$ cat src/rtl/ot_receiver_pkg.sv
// Shared types and constants for the OT receiver and its mod_exp engine.
package ot_pkg;

    localparam int unsigned WORD_W    = 32;
    localparam int unsigned IDX_W     = 5;
    localparam int unsigned RX1_BYTES = 16;
    localparam int unsigned TX_BYTES  = 4;
    localparam int unsigned RX2_BYTES = 8;

    localparam logic [WORD_W-1:0] LFSR_TAPS = 32'h8020_0003;

    typedef logic [WORD_W-1:0] word_t;

    typedef enum logic [3:0] {
        IDLE, RECV1, RED_K, EXP, RED_X, ADD, SEND, RECV2, RED_C, SUB
    } ot_state_e;

    typedef enum logic [2:0] {
        ME_IDLE, ME_RED, ME_BIT, ME_SQ, ME_MUL
    } me_state_e;

    // One step of the 32-bit Galois key LFSR.
    function automatic word_t lfsr_next(input word_t s);
        return s[0] ? ((s >> 1) ^ LFSR_TAPS) : (s >> 1);
    endfunction

endpackage

$ cat src/rtl/ot_receiver_if.sv
// Byte links between the OT receiver and the sender (rx: sender->receiver, tx: receiver->sender).
interface ot_receiver_if;

    logic       rx_valid;
    logic       rx_ready;
    logic [7:0] rx_data;
    logic       tx_valid;
    logic       tx_ready;
    logic [7:0] tx_data;

    modport master (
        output rx_valid, rx_data, tx_ready,
        input  rx_ready, tx_valid, tx_data
    );

    modport slave (
        input  rx_valid, rx_data, tx_ready,
        output rx_ready, tx_valid, tx_data
    );

endinterface

$ cat src/rtl/ot_receiver_mod_exp.sv
// Sequential modular exponentiation: base is first reduced, then MSB-first square-and-multiply.
module mod_exp
    import ot_pkg::*;
(
    input  logic  clk,
    input  logic  rstn,
    input  logic  go,
    input  word_t base,
    input  word_t exp,
    input  word_t mod,
    output word_t result,
    output logic  done
);

    me_state_e   state;
    word_t       base_r;
    word_t       res;
    word_t       ebits;
    word_t       mm_a;
    word_t       mm_b;
    word_t       acc;
    logic [5:0]  bit_cnt;
    logic [4:0]  mm_cnt;
    logic        one_flag;
    logic        mul_pend;

    logic [32:0] dbl;
    logic [32:0] dbl_red;
    logic [33:0] add;
    word_t       step_c;
    word_t       one_mod;

    // One interleaved shift-add-subtract step of acc = (2*acc + b_msb*a) mod n; needs a < n.
    always_comb begin
        dbl     = {acc, 1'b0};
        dbl_red = (dbl >= {1'b0, mod}) ? dbl - {1'b0, mod} : dbl;
        add     = {1'b0, dbl_red} + (mm_b[WORD_W-1] ? {2'b00, mm_a} : 34'd0);
        step_c  = (add >= {2'b00, mod}) ? WORD_W'(add - {2'b00, mod}) : WORD_W'(add);
        one_mod = WORD_W'(mod != WORD_W'(1));
    end

    // Engine sequencer; a leading-one flag skips squaring while the accumulator is still 1.
    always_ff @(posedge clk) begin
        if (!rstn) begin
            state    <= ME_IDLE;
            base_r   <= '0;
            res      <= '0;
            ebits    <= '0;
            mm_a     <= '0;
            mm_b     <= '0;
            acc      <= '0;
            bit_cnt  <= '0;
            mm_cnt   <= '0;
            one_flag <= 1'b0;
            mul_pend <= 1'b0;
            result   <= '0;
            done     <= 1'b0;
        end else begin
            done <= 1'b0;
            case (state)
                ME_IDLE: begin
                    if (go) begin
                        ebits    <= exp;
                        bit_cnt  <= '0;
                        one_flag <= 1'b1;
                        mul_pend <= 1'b0;
                        mm_a     <= WORD_W'(1);
                        mm_b     <= base;
                        acc      <= '0;
                        mm_cnt   <= '0;
                        state    <= ME_RED;
                    end
                end
                ME_RED: begin
                    acc    <= step_c;
                    mm_b   <= mm_b << 1;
                    mm_cnt <= mm_cnt + 5'd1;
                    if (mm_cnt == 5'd31) begin
                        base_r <= step_c;
                        state  <= ME_BIT;
                    end
                end
                ME_BIT: begin
                    if (bit_cnt == 6'd32) begin
                        result <= one_flag ? one_mod : res;
                        done   <= 1'b1;
                        state  <= ME_IDLE;
                    end else begin
                        ebits   <= ebits << 1;
                        bit_cnt <= bit_cnt + 6'd1;
                        if (one_flag) begin
                            if (ebits[WORD_W-1]) begin
                                res      <= base_r;
                                one_flag <= 1'b0;
                            end
                        end else begin
                            mm_a     <= res;
                            mm_b     <= res;
                            acc      <= '0;
                            mm_cnt   <= '0;
                            mul_pend <= ebits[WORD_W-1];
                            state    <= ME_SQ;
                        end
                    end
                end
                ME_SQ: begin
                    acc    <= step_c;
                    mm_b   <= mm_b << 1;
                    mm_cnt <= mm_cnt + 5'd1;
                    if (mm_cnt == 5'd31) begin
                        res <= step_c;
                        if (mul_pend) begin
                            mm_a   <= base_r;
                            mm_b   <= step_c;
                            acc    <= '0;
                            mm_cnt <= '0;
                            state  <= ME_MUL;
                        end else begin
                            state <= ME_BIT;
                        end
                    end
                end
                ME_MUL: begin
                    acc    <= step_c;
                    mm_b   <= mm_b << 1;
                    mm_cnt <= mm_cnt + 5'd1;
                    if (mm_cnt == 5'd31) begin
                        res   <= step_c;
                        state <= ME_BIT;
                    end
                end
                default: state <= ME_IDLE;
            endcase
        end
    end

endmodule

$ cat src/rtl/ot_receiver.sv
// Receiver side of 1-out-of-2 RSA oblivious transfer over byte links.
module ot_receiver
    import ot_pkg::*;
#(
    parameter logic [31:0] LFSR_SEED = 32'hACE1_2025
)
(
    input  logic          clk,
    input  logic          rstn,
    input  logic          start,
    input  logic          choice,
    ot_receiver_if.slave  link,
    output word_t         msg_out,
    output logic          msg_valid,
    output logic          busy,
    output logic          err
);

    ot_state_e        state;
    word_t            lfsr;
    logic             choice_q;
    logic [IDX_W-1:0] idx;
    logic [23:0]      word_sr;
    logic [23:0]      v_sr;
    word_t            n_q;
    word_t            e_q;
    word_t            x_q;
    word_t            k_q;
    word_t            r_q;
    word_t            t_q;
    word_t            c_q;

    logic             me_go;
    word_t            me_base;
    word_t            me_exp;
    word_t            me_result;
    logic             me_done;

    logic             rx_fire;
    logic             tx_fire;
    word_t            rx_word;
    word_t            k_red;
    logic [32:0]      sum33;
    word_t            v_sum;
    word_t            m_val;

    mod_exp u_mod_exp (
        .clk    (clk),
        .rstn   (rstn),
        .go     (me_go),
        .base   (me_base),
        .exp    (me_exp),
        .mod    (n_q),
        .result (me_result),
        .done   (me_done)
    );

    // Handshake qualifiers, word assembly and the single-cycle ADD/SUB arithmetic.
    always_comb begin
        rx_fire = link.rx_valid && link.rx_ready;
        tx_fire = link.tx_valid && link.tx_ready;
        rx_word = {link.rx_data, word_sr};
        k_red   = (me_result == '0) ? WORD_W'(1) : me_result;
        sum33   = {1'b0, t_q} + {1'b0, r_q};
        v_sum   = (sum33 >= {1'b0, n_q}) ? WORD_W'(sum33 - {1'b0, n_q}) : WORD_W'(sum33);
        m_val   = (c_q >= k_q) ? c_q - k_q : (n_q - k_q) + c_q;
    end

    // Session FSM with registered outputs; issues one mod_exp job per compute state.
    always_ff @(posedge clk) begin
        if (!rstn) begin
            state         <= IDLE;
            lfsr          <= LFSR_SEED;
            choice_q      <= 1'b0;
            idx           <= '0;
            word_sr       <= '0;
            v_sr          <= '0;
            n_q           <= '0;
            e_q           <= '0;
            x_q           <= '0;
            k_q           <= '0;
            r_q           <= '0;
            t_q           <= '0;
            c_q           <= '0;
            me_go         <= 1'b0;
            me_base       <= '0;
            me_exp        <= '0;
            link.rx_ready <= 1'b0;
            link.tx_valid <= 1'b0;
            link.tx_data  <= '0;
            msg_out       <= '0;
            msg_valid     <= 1'b0;
            busy          <= 1'b0;
            err           <= 1'b0;
        end else begin
            lfsr      <= lfsr_next(lfsr);
            me_go     <= 1'b0;
            msg_valid <= 1'b0;
            err       <= 1'b0;
            case (state)
                IDLE: begin
                    if (start) begin
                        choice_q      <= choice;
                        idx           <= '0;
                        link.rx_ready <= 1'b1;
                        busy          <= 1'b1;
                        state         <= RECV1;
                    end
                end
                RECV1: begin
                    if (rx_fire) begin
                        idx     <= idx + IDX_W'(1);
                        word_sr <= rx_word[31:8];
                        if (idx[1:0] == 2'd3) begin
                            case (idx[3:2])
                                2'd0: n_q <= rx_word;
                                2'd1: e_q <= rx_word;
                                2'd2: if (!choice_q) x_q <= rx_word;
                                2'd3: if (choice_q)  x_q <= rx_word;
                            endcase
                        end
                        if (idx == IDX_W'(RX1_BYTES - 1)) begin
                            link.rx_ready <= 1'b0;
                            idx           <= '0;
                            if (n_q < WORD_W'(2)) begin
                                err   <= 1'b1;
                                busy  <= 1'b0;
                                state <= IDLE;
                            end else begin
                                me_base <= lfsr;
                                me_exp  <= WORD_W'(1);
                                me_go   <= 1'b1;
                                state   <= RED_K;
                            end
                        end
                    end
                end
                RED_K: begin
                    if (me_done) begin
                        k_q     <= k_red;
                        me_base <= k_red;
                        me_exp  <= e_q;
                        me_go   <= 1'b1;
                        state   <= EXP;
                    end
                end
                EXP: begin
                    if (me_done) begin
                        r_q     <= me_result;
                        me_base <= x_q;
                        me_exp  <= WORD_W'(1);
                        me_go   <= 1'b1;
                        state   <= RED_X;
                    end
                end
                RED_X: begin
                    if (me_done) begin
                        t_q   <= me_result;
                        state <= ADD;
                    end
                end
                ADD: begin
                    link.tx_data  <= v_sum[7:0];
                    v_sr          <= v_sum[31:8];
                    link.tx_valid <= 1'b1;
                    idx           <= '0;
                    state         <= SEND;
                end
                SEND: begin
                    if (tx_fire) begin
                        if (idx == IDX_W'(TX_BYTES - 1)) begin
                            link.tx_valid <= 1'b0;
                            link.rx_ready <= 1'b1;
                            idx           <= '0;
                            state         <= RECV2;
                        end else begin
                            link.tx_data <= v_sr[7:0];
                            v_sr         <= {8'h00, v_sr[23:8]};
                            idx          <= idx + IDX_W'(1);
                        end
                    end
                end
                RECV2: begin
                    if (rx_fire) begin
                        idx     <= idx + IDX_W'(1);
                        word_sr <= rx_word[31:8];
                        if (idx[1:0] == 2'd3 && idx[2] == choice_q) begin
                            c_q <= rx_word;
                        end
                        if (idx == IDX_W'(RX2_BYTES - 1)) begin
                            link.rx_ready <= 1'b0;
                            idx           <= '0;
                            me_base       <= choice_q ? rx_word : c_q;
                            me_exp        <= WORD_W'(1);
                            me_go         <= 1'b1;
                            state         <= RED_C;
                        end
                    end
                end
                RED_C: begin
                    if (me_done) begin
                        c_q   <= me_result;
                        state <= SUB;
                    end
                end
                SUB: begin
                    msg_out   <= m_val;
                    msg_valid <= 1'b1;
                    busy      <= 1'b0;
                    state     <= IDLE;
                end
                default: begin
                    busy  <= 1'b0;
                    state <= IDLE;
                end
            endcase
        end
    end

endmodule

$ cat src/flat_wrapper.sv
// flat-port wrapper written by rule: the top's interface ports become plain ports
module ot_receiver_flat import ot_pkg::*;
#(
    parameter logic [31:0] LFSR_SEED = 32'hACE1_2025
)
  (clk, rstn, start, choice, msg_out, msg_valid, busy, err, link_rx_valid, link_rx_data, link_tx_ready, link_rx_ready, link_tx_valid, link_tx_data);
  ot_receiver_if link_i ();
  input  logic clk;
  input  logic rstn;
  input  logic start;
  input  logic choice;
  output word_t msg_out;
  output logic msg_valid;
  output logic busy;
  output logic err;
  input wire logic [$bits(link_i.rx_valid)-1:0] link_rx_valid;
  input wire logic [$bits(link_i.rx_data)-1:0] link_rx_data;
  input wire logic [$bits(link_i.tx_ready)-1:0] link_tx_ready;
  output wire logic [$bits(link_i.rx_ready)-1:0] link_rx_ready;
  output wire logic [$bits(link_i.tx_valid)-1:0] link_tx_valid;
  output wire logic [$bits(link_i.tx_data)-1:0] link_tx_data;
  assign link_i.rx_valid = link_rx_valid;
  assign link_i.rx_data = link_rx_data;
  assign link_i.tx_ready = link_tx_ready;
  assign link_rx_ready = link_i.rx_ready;
  assign link_tx_valid = link_i.tx_valid;
  assign link_tx_data = link_i.tx_data;
  ot_receiver #(.LFSR_SEED(LFSR_SEED)) u_core (.clk(clk), .rstn(rstn), .start(start), .choice(choice), .link(link_i), .msg_out(msg_out), .msg_valid(msg_valid), .busy(busy), .err(err));
endmodule
$ cat config.mk
export PLATFORM = sky130hd
export DESIGN_NAME = ot_receiver_flat
export DESIGN_NICKNAME = d
export VERILOG_FILES = /design/src/rtl/ot_receiver_pkg.sv /design/src/rtl/ot_receiver_if.sv /design/src/rtl/ot_receiver_mod_exp.sv /design/src/rtl/ot_receiver.sv /design/src/flat_wrapper.sv
export SDC_FILE = /design/constraint.sdc
export NUM_CORES = 2
export LEC_CHECK = 0
export BUFFER_PORTS_ARGS = -buffer_cell sky130_fd_sc_hd__buf_4
export CORE_ASPECT_RATIO = 1.4
export CORE_MARGIN = 1
export CORE_UTILIZATION = 45
export CTS_BUF_LIST = sky130_fd_sc_hd__clkbuf_16
export DETAILED_ROUTE_END_ITERATION = 10
export GPL_TIMING_DRIVEN = 0
export PLACE_DENSITY = 0.63
export SLEW_MARGIN = 0
export SYNTH_ARGS = -nofsm -noshare
export SYNTH_HDL_FRONTEND = slang
export SYNTH_SLANG_ARGS = --single-unit
export TNS_END_PERCENT = 30
$ cat constraint.sdc
create_clock -name clk -period 10.6 [get_ports clk]
set_clock_uncertainty 0.05 [all_clocks]
set_input_delay 1.59 -clock clk [delete_from_list [all_inputs] [get_ports clk]]
set_output_delay 1.59 -clock clk [all_outputs]
set_load 0.005 [all_outputs]
Word-level counts from Yosys, hierarchy flattened
Cells that the tools add are included.

storage, ports and cells
  bits in registers = 665
  word-level logic and storage cells = 286
  ROM bits = 0
  bits in writable memories = 0
  bits in latches = 0
  input bits = 14
  memories kept = 0

cells by class
  reductions and logical operators = 48
  $lt $le $gt $ge = 5
  div/mod/pow operators = 0
  eq/ne operators = 51
  $mul = 0
  $add $sub $neg = 11
  shift operators = 0
  multiplexer cells = 133
  bitwise gates (word level) = 2

operators with widths
  operator                                                                        count
  32-bit two-way mux                                                              46
  32-bit one-hot mux with 4 select lines                                          4
  32-bit one-hot mux with 2 select lines                                          4
  32-bit subtractor                                                               4
  32-bit one-hot mux with 3 select lines                                          1
  33-bit by 32-bit >= comparator with 1-bit output                                2
  5-bit two-way mux                                                               12
  24-bit two-way mux                                                              2
  24-bit one-hot mux with 2 select lines                                          1
  4-bit two-way mux                                                               11
  4-bit one-hot mux with 9 select lines                                           1
  33-bit by 32-bit adder with 34-bit output                                       1
  34-bit by 32-bit >= comparator with 1-bit output                                1
  32-bit by 32-bit adder with 33-bit output                                       1
  33-bit two-way mux                                                              1
  33-bit by 32-bit subtractor with 33-bit output                                  1
  32-bit adder                                                                    1
  32-bit >= comparator                                                            1
  32-bit logical NOT                                                              1
  32-bit by 2-bit less-than comparator with 1-bit output (second input constant)  1
  32-bit by 1-bit inequality test with 1-bit output (second input constant)       1
  1-bit two-way mux                                                               28
  2-bit inequality test (second input constant)                                   14
  4-bit AND reduction                                                             7
  49 further kinds                                                                103

Logic depth before layout (Yosys ltp)
  depth after elaboration = 8
  gate-level depth with buffers = 36

Hierarchy
From an unflattened synthesis, not the netlist that was laid out.

second synthesis, totals
  cell total of the unflattened synthesis = 5274
  area, all modules = 40522.6 sq um

modules (own cells, without submodules)
  module       instances  cells each  area each (sq um)
  ot_receiver  1          3229        24805.0
  mod_exp      1          2045        15717.6

Worst setup path before layout
OpenSTA, ideal clock, no wires.

  path kind = register to register
  from = register u_core.n_q[16]
  to = register u_core.u_mod_exp.mm_b[1]
  buffers on the path = 5
  data arrival time = 7.191 ns
  stages on the path, launching flop included = 37
  period minus slack after synthesis = 7.333 ns
  setup slack = 3.267 ns
  required time = 10.458 ns
  path through = dfxtp_1 > inv_1 > ha_1 > clkbuf_1 > a21o_1 > a31o_2 > a2111oi_0 > o21ai_0 > nand3_1 > o21a_1 > clkbuf_1 > clkbuf_1 > nand2_1 > o21ai_0 > ha_1 > clkbuf_1 > and3_1 > and2_1 > a221o_1 > a22oi_1 > a31oi_1 > or3b_2 > a41oi_1 > xnor2_1 > ha_1 > a21o_1 > a21o_1 > a21oi_1 > o21a_1 > nand2b_1 > and4b_1 > a22oi_1 > a21oi_4 > buf_6 > mux2i_1 > a21oi_1 > nor4_1

between the ends
  word-level cells in the longest chain between the ends = 8
  elaborated cells between the ends (all ways) = 10
  those cells by class = add/sub: 3; order compare: 2; mux: 5

RTL lines
  element                                                                                                             line                        text
  start: declaration                                                                                                  ot_receiver.sv:25           word_t n_q;
  start signal: assignment                                                                                            ot_receiver.sv:116          2'd0: n_q <= rx_word;
  33-bit by 32-bit subtractor with 33-bit output or 33-bit by 32-bit >= comparator with 1-bit output (tied branches)  ot_receiver_mod_exp.sv:36   dbl_red = (dbl >= {1'b0, mod}) ? dbl - {1'b0, mod} : dbl;
  33-bit two-way mux                                                                                                  ot_receiver_mod_exp.sv:36
  33-bit by 32-bit adder with 34-bit output                                                                           ot_receiver_mod_exp.sv:37   add = {1'b0, dbl_red} + (mm_b[WORD_W-1] ? {2'b00, mm_a} : 34'd0);
  34-bit by 32-bit >= comparator with 1-bit output or 32-bit subtractor (tied branches)                               ot_receiver_mod_exp.sv:38   step_c = (add >= {2'b00, mod}) ? WORD_W'(add - {2'b00, mod}) : WORD_W'(add);
  32-bit two-way mux *                                                                                                ot_receiver_mod_exp.sv:38
  32-bit two-way mux *                                                                                                ot_receiver_mod_exp.sv:112  if (mul_pend) begin
  32-bit two-way mux *                                                                                                ot_receiver_mod_exp.sv:110  if (mm_cnt == 5'd31) begin
  32-bit one-hot mux with 4 select lines *                                                                            ot_receiver_mod_exp.sv:60   case (state)
  end signal: assignment                                                                                              ot_receiver_mod_exp.sv:68   mm_b <= base;
  end signal: assignment                                                                                              ot_receiver_mod_exp.sv:108  mm_b <= mm_b << 1;
  end signal: assignment                                                                                              ot_receiver_mod_exp.sv:114  mm_b <= step_c;
  end: declaration                                                                                                    ot_receiver_mod_exp.sv:20   word_t mm_b;

Every way passes the cells marked *; elsewhere a longest branch is shown, timed or not.
A chain may end at the register's enable or synchronous reset.

Worst setup path in the final report
  from = register u_core.n_q[1]
  to = register u_core.u_mod_exp.mm_b[0]

Same word-level chain as after synthesis.

==> flow_summary_export.csv <==
group,metric,value,unit
outcome,status,"finished with violations",
outcome,violations,"capacitance limit, slew limit",
detailed_routing,wire_per_inst,25.0,microns
global_routing,grt_pass1_wl,236000,microns
run,cap_violations,2,
sta,period_needed,10.10,ns
worst_setup_path,crit_type,"reg2reg",
place,post-dp-hpwl,127000,microns
synthesis,seq_area_frac_synth,33.4,%
synthesis,ys_seq_elements,665,
floorplanning,initial_utilization,45.7,%
place,portBuffers,57,
finish,nets,5552,
global_routing,grt_overflow,0,
synthesis,synth-async-reset-ratio,0,%
finish,final_area,0.0441,sq mm
detailed_routing,antenna_left,0,
finish,syn_to_final_growth,10.7,%
worst_setup_path,required,11.12,ns
floorplanning,chipHeight,354,microns
synthesis,synth_top_area_share,33.4,%
detailed_routing,vias,39400,
synthesis,synth_compound_area_share,24.5,%
synthesis,ys.flop_type,"dfxtp_1",
synthesis,syn-cell-area,0.0399,sq mm
global_routing,grt_pass1_vias,37300,
power_and_ir_drop,p_leak,0.0165,uW
finish,final_common_cell,"nand2_1",
worst_setup_path,r2r-start,"u_core.n_q[1]",
synthesis,syn_inst,5139,
sta,maxSlewHeadroom,-7.01,%
finish,final_cell_mix,"nand2_1, dfxtp_1, a21oi_1",
clock_tree,htree_levels,3,
sta,fin_crit_sh,95.2,%
synthesis,synth_area_leaders,"dfxtp_1, a21oi_1, nand2_1, ha_1, nor2_1",
worst_setup_path,worstSetupStartpointType,"flip-flop",
power_and_ir_drop,worst_ir_drop_vdd,0.242,mV
hold_path,hp-class,"reg2reg",
global_routing,track_usage,35.5,%
floorplanning,rows,128,
hold_path,worstHoldStart,"u_core.lfsr[7]",
clock_tree,clock-sinks,665,
synthesis,synth_nets,5421,
detailed_routing,routed_via_density,6.06,
synthesis,synth_xor_xnor_area_share,4.28,%
sta,fmax,99.0,MHz
sta,worst_pin_slew,1.61,ns
finish,drive_gt1_share,4.58,%
sta,hold_violations,0,
synthesis,synth_fa_ha_area_share,9.11,%
floorplanning,ios,59,
clock_tree,hold_buffers,0,
synthesis,synth-edff-count,0,
clock_tree,insertion_delay,0.67,ns
detailed_routing,wl,162000,microns
floorplanning,core_region_area,0.0873,sq mm
clock_tree,post_cts_buffers,0,
worst_setup_path,slowest_delay,0.72,ns
global_routing,antenna_found_initial,9,
synthesis,synth-simple-area-share,20.3,%
detailed_routing,first_iter_violations,3548,
global_routing,grt_max_degree,16,
clock_tree,cts_root_buffer,"clkbuf_16",
power_and_ir_drop,p_per_area,256,mW/mm^2
worst_setup_path,cpMostUsedCell,"a21oi_1",
clock_tree,cts_inserted_buffers,70,
worst_setup_path,path_max_fanout,10,
place,place_area,0.0418,sq mm
detailed_routing,drcViolationCount,0,
synthesis,avgSynthCellArea,7.76,sq um
place,gp_congestion,1.03,
sta,rsz0062_at_grt,"no",
detailed_routing,met3WireLength,13700,microns
detailed_routing,wl_met2,72000,microns
detailed_routing,drt_pre_antenna_iters,7,
synthesis,yosysUniqueCellTypes,76,
synthesis,yosysWarnings,0,
floorplanning,chipWidth,254,microns
worst_setup_path,end_kind,"flip-flop",
sta,timing.setup.tns,0,ns
floorplanning,die-area,0.0898,sq mm
clock_tree,path_clk_slew,0.07,ns
clock_tree,cts_tree,"yes",
detailed_routing,drt-met1-wl,59500,microns
worst_setup_path,cp_slowest_cell,"or4_1",
worst_setup_path,cp-startpoint,"u_core.n_q[1]",
synthesis,yosysTopAreaCell,"dfxtp_1",
sta,maxSlewViolCount,22,
synthesis,synth_top_family_by_area,"compound AO/OA/AOI/OAI gates",
sta,finalSetupViolCount,0,
detailed_routing,highest_layer,"met5",
synthesis,muxShareOfSynthArea,3.18,%
power_and_ir_drop,finalPower,11300,uW
clock_tree,cts_buffer_depth,3,
worst_setup_path,arrival,10.61,ns
## kinds of logic (layout without fill, tap and decap cells)
logic type,count (synthesis),in the layout
buffers and inverters,542,728
XOR/XNOR,195,195
AO/OA/AOI/OAI,1524,1524
flip-flops,665,665
other,0,3
AND/OR/NAND/NOR,1821,1821
multiplexers,124,124
adder cells (fa/ha/maj),268,268
## critical path: cells and delay by family, from the launching register on
family	cells	cell delay [ns]
AO/OA/AOI/OAI	14	4.08
XOR/XNOR	1	0.31
adder cells (fa/ha/maj)	4	1.42
buffers and inverters	4	1.24
flip-flops	1	0.61
multiplexers	1	0.59
AND/OR/NAND/NOR	8	1.64
## metal layers
layer	vias up	track usage [%]
met2	1657	56.1
met1	18600	39.6
met3	593	8.38
met5	-	0
li1	18500	-
met4	8	32.3
## report_power, final
part	internal [uW]	switching, uW	total, uW
registers	2700	126	2830
clock network	1410	1140	2550
logic	2020	3900	5920
total	6130	5160	11300
## worst paths after layout
| path | slack, ns | end | cells after the start |
|---|---|---|---|
| setup reg to reg | 0.50 | u_core.u_mod_exp.mm_b[0] | 32 |
| hold / removal | 0.39 | u_core.lfsr[6] | 1 |
| setup / recovery | 0.50 | u_core.u_mod_exp.mm_b[0] | 32 |
| hold reg to reg | 0.39 | u_core.lfsr[6] | 1 |
## through the flow
| step | worst slack (ns) | hold slack (ns) | util, % | cells |
|---|---|---|---|---|
| after floorplan | 3.27 | 0.362 | - | 5139 |
| after global placement | -0.964 | 0.368 | 47.8 | 6366 |
| after detailed placement | -0.540 | 0.374 | 47.9 | 6369 |
| after CTS | 0.0554 | 0.388 | 50.5 | 6496 |
| after global routing | 0.0501 | 0.402 | 50.5 | 6495 |
| final | 0.504 | 0.388 | 50.6 | 6498 |
## timing repair
action                                  4_1_cts  5_1_grt
gates resized for setup                       6        9
endpoints found under the setup margin       64      120
gates cloned                                  0        0
## cells in the mapped netlist (83+ instances only)
cell type / n
a21o_1: 106
ha_1: 231
nor2_1: 480
mux2i_1: 103
a21oi_1: 586
clkbuf_1: 294
xnor2_1: 119
nand3_1: 121
a211oi_1: 120
o21ai_0: 208
nand2_1: 778
inv_1: 222
dfxtp_1: 665
nor3_1: 83
## cell type report
type / instances / area [sq um]
diodes: 3 / 7.51
inverters: 222 / 837
multi-input cells: 3932 / 24500
plain buffers: 319 / 1230
well taps: 1170 / 1460
clock buffers: 71 / 1780
clock inverters: 56 / 518
fillers: 8784 / 43200
repair buffers: 60 / 443
flip-flops and latches: 665 / 13300
(Power assumes the default switching activity.)
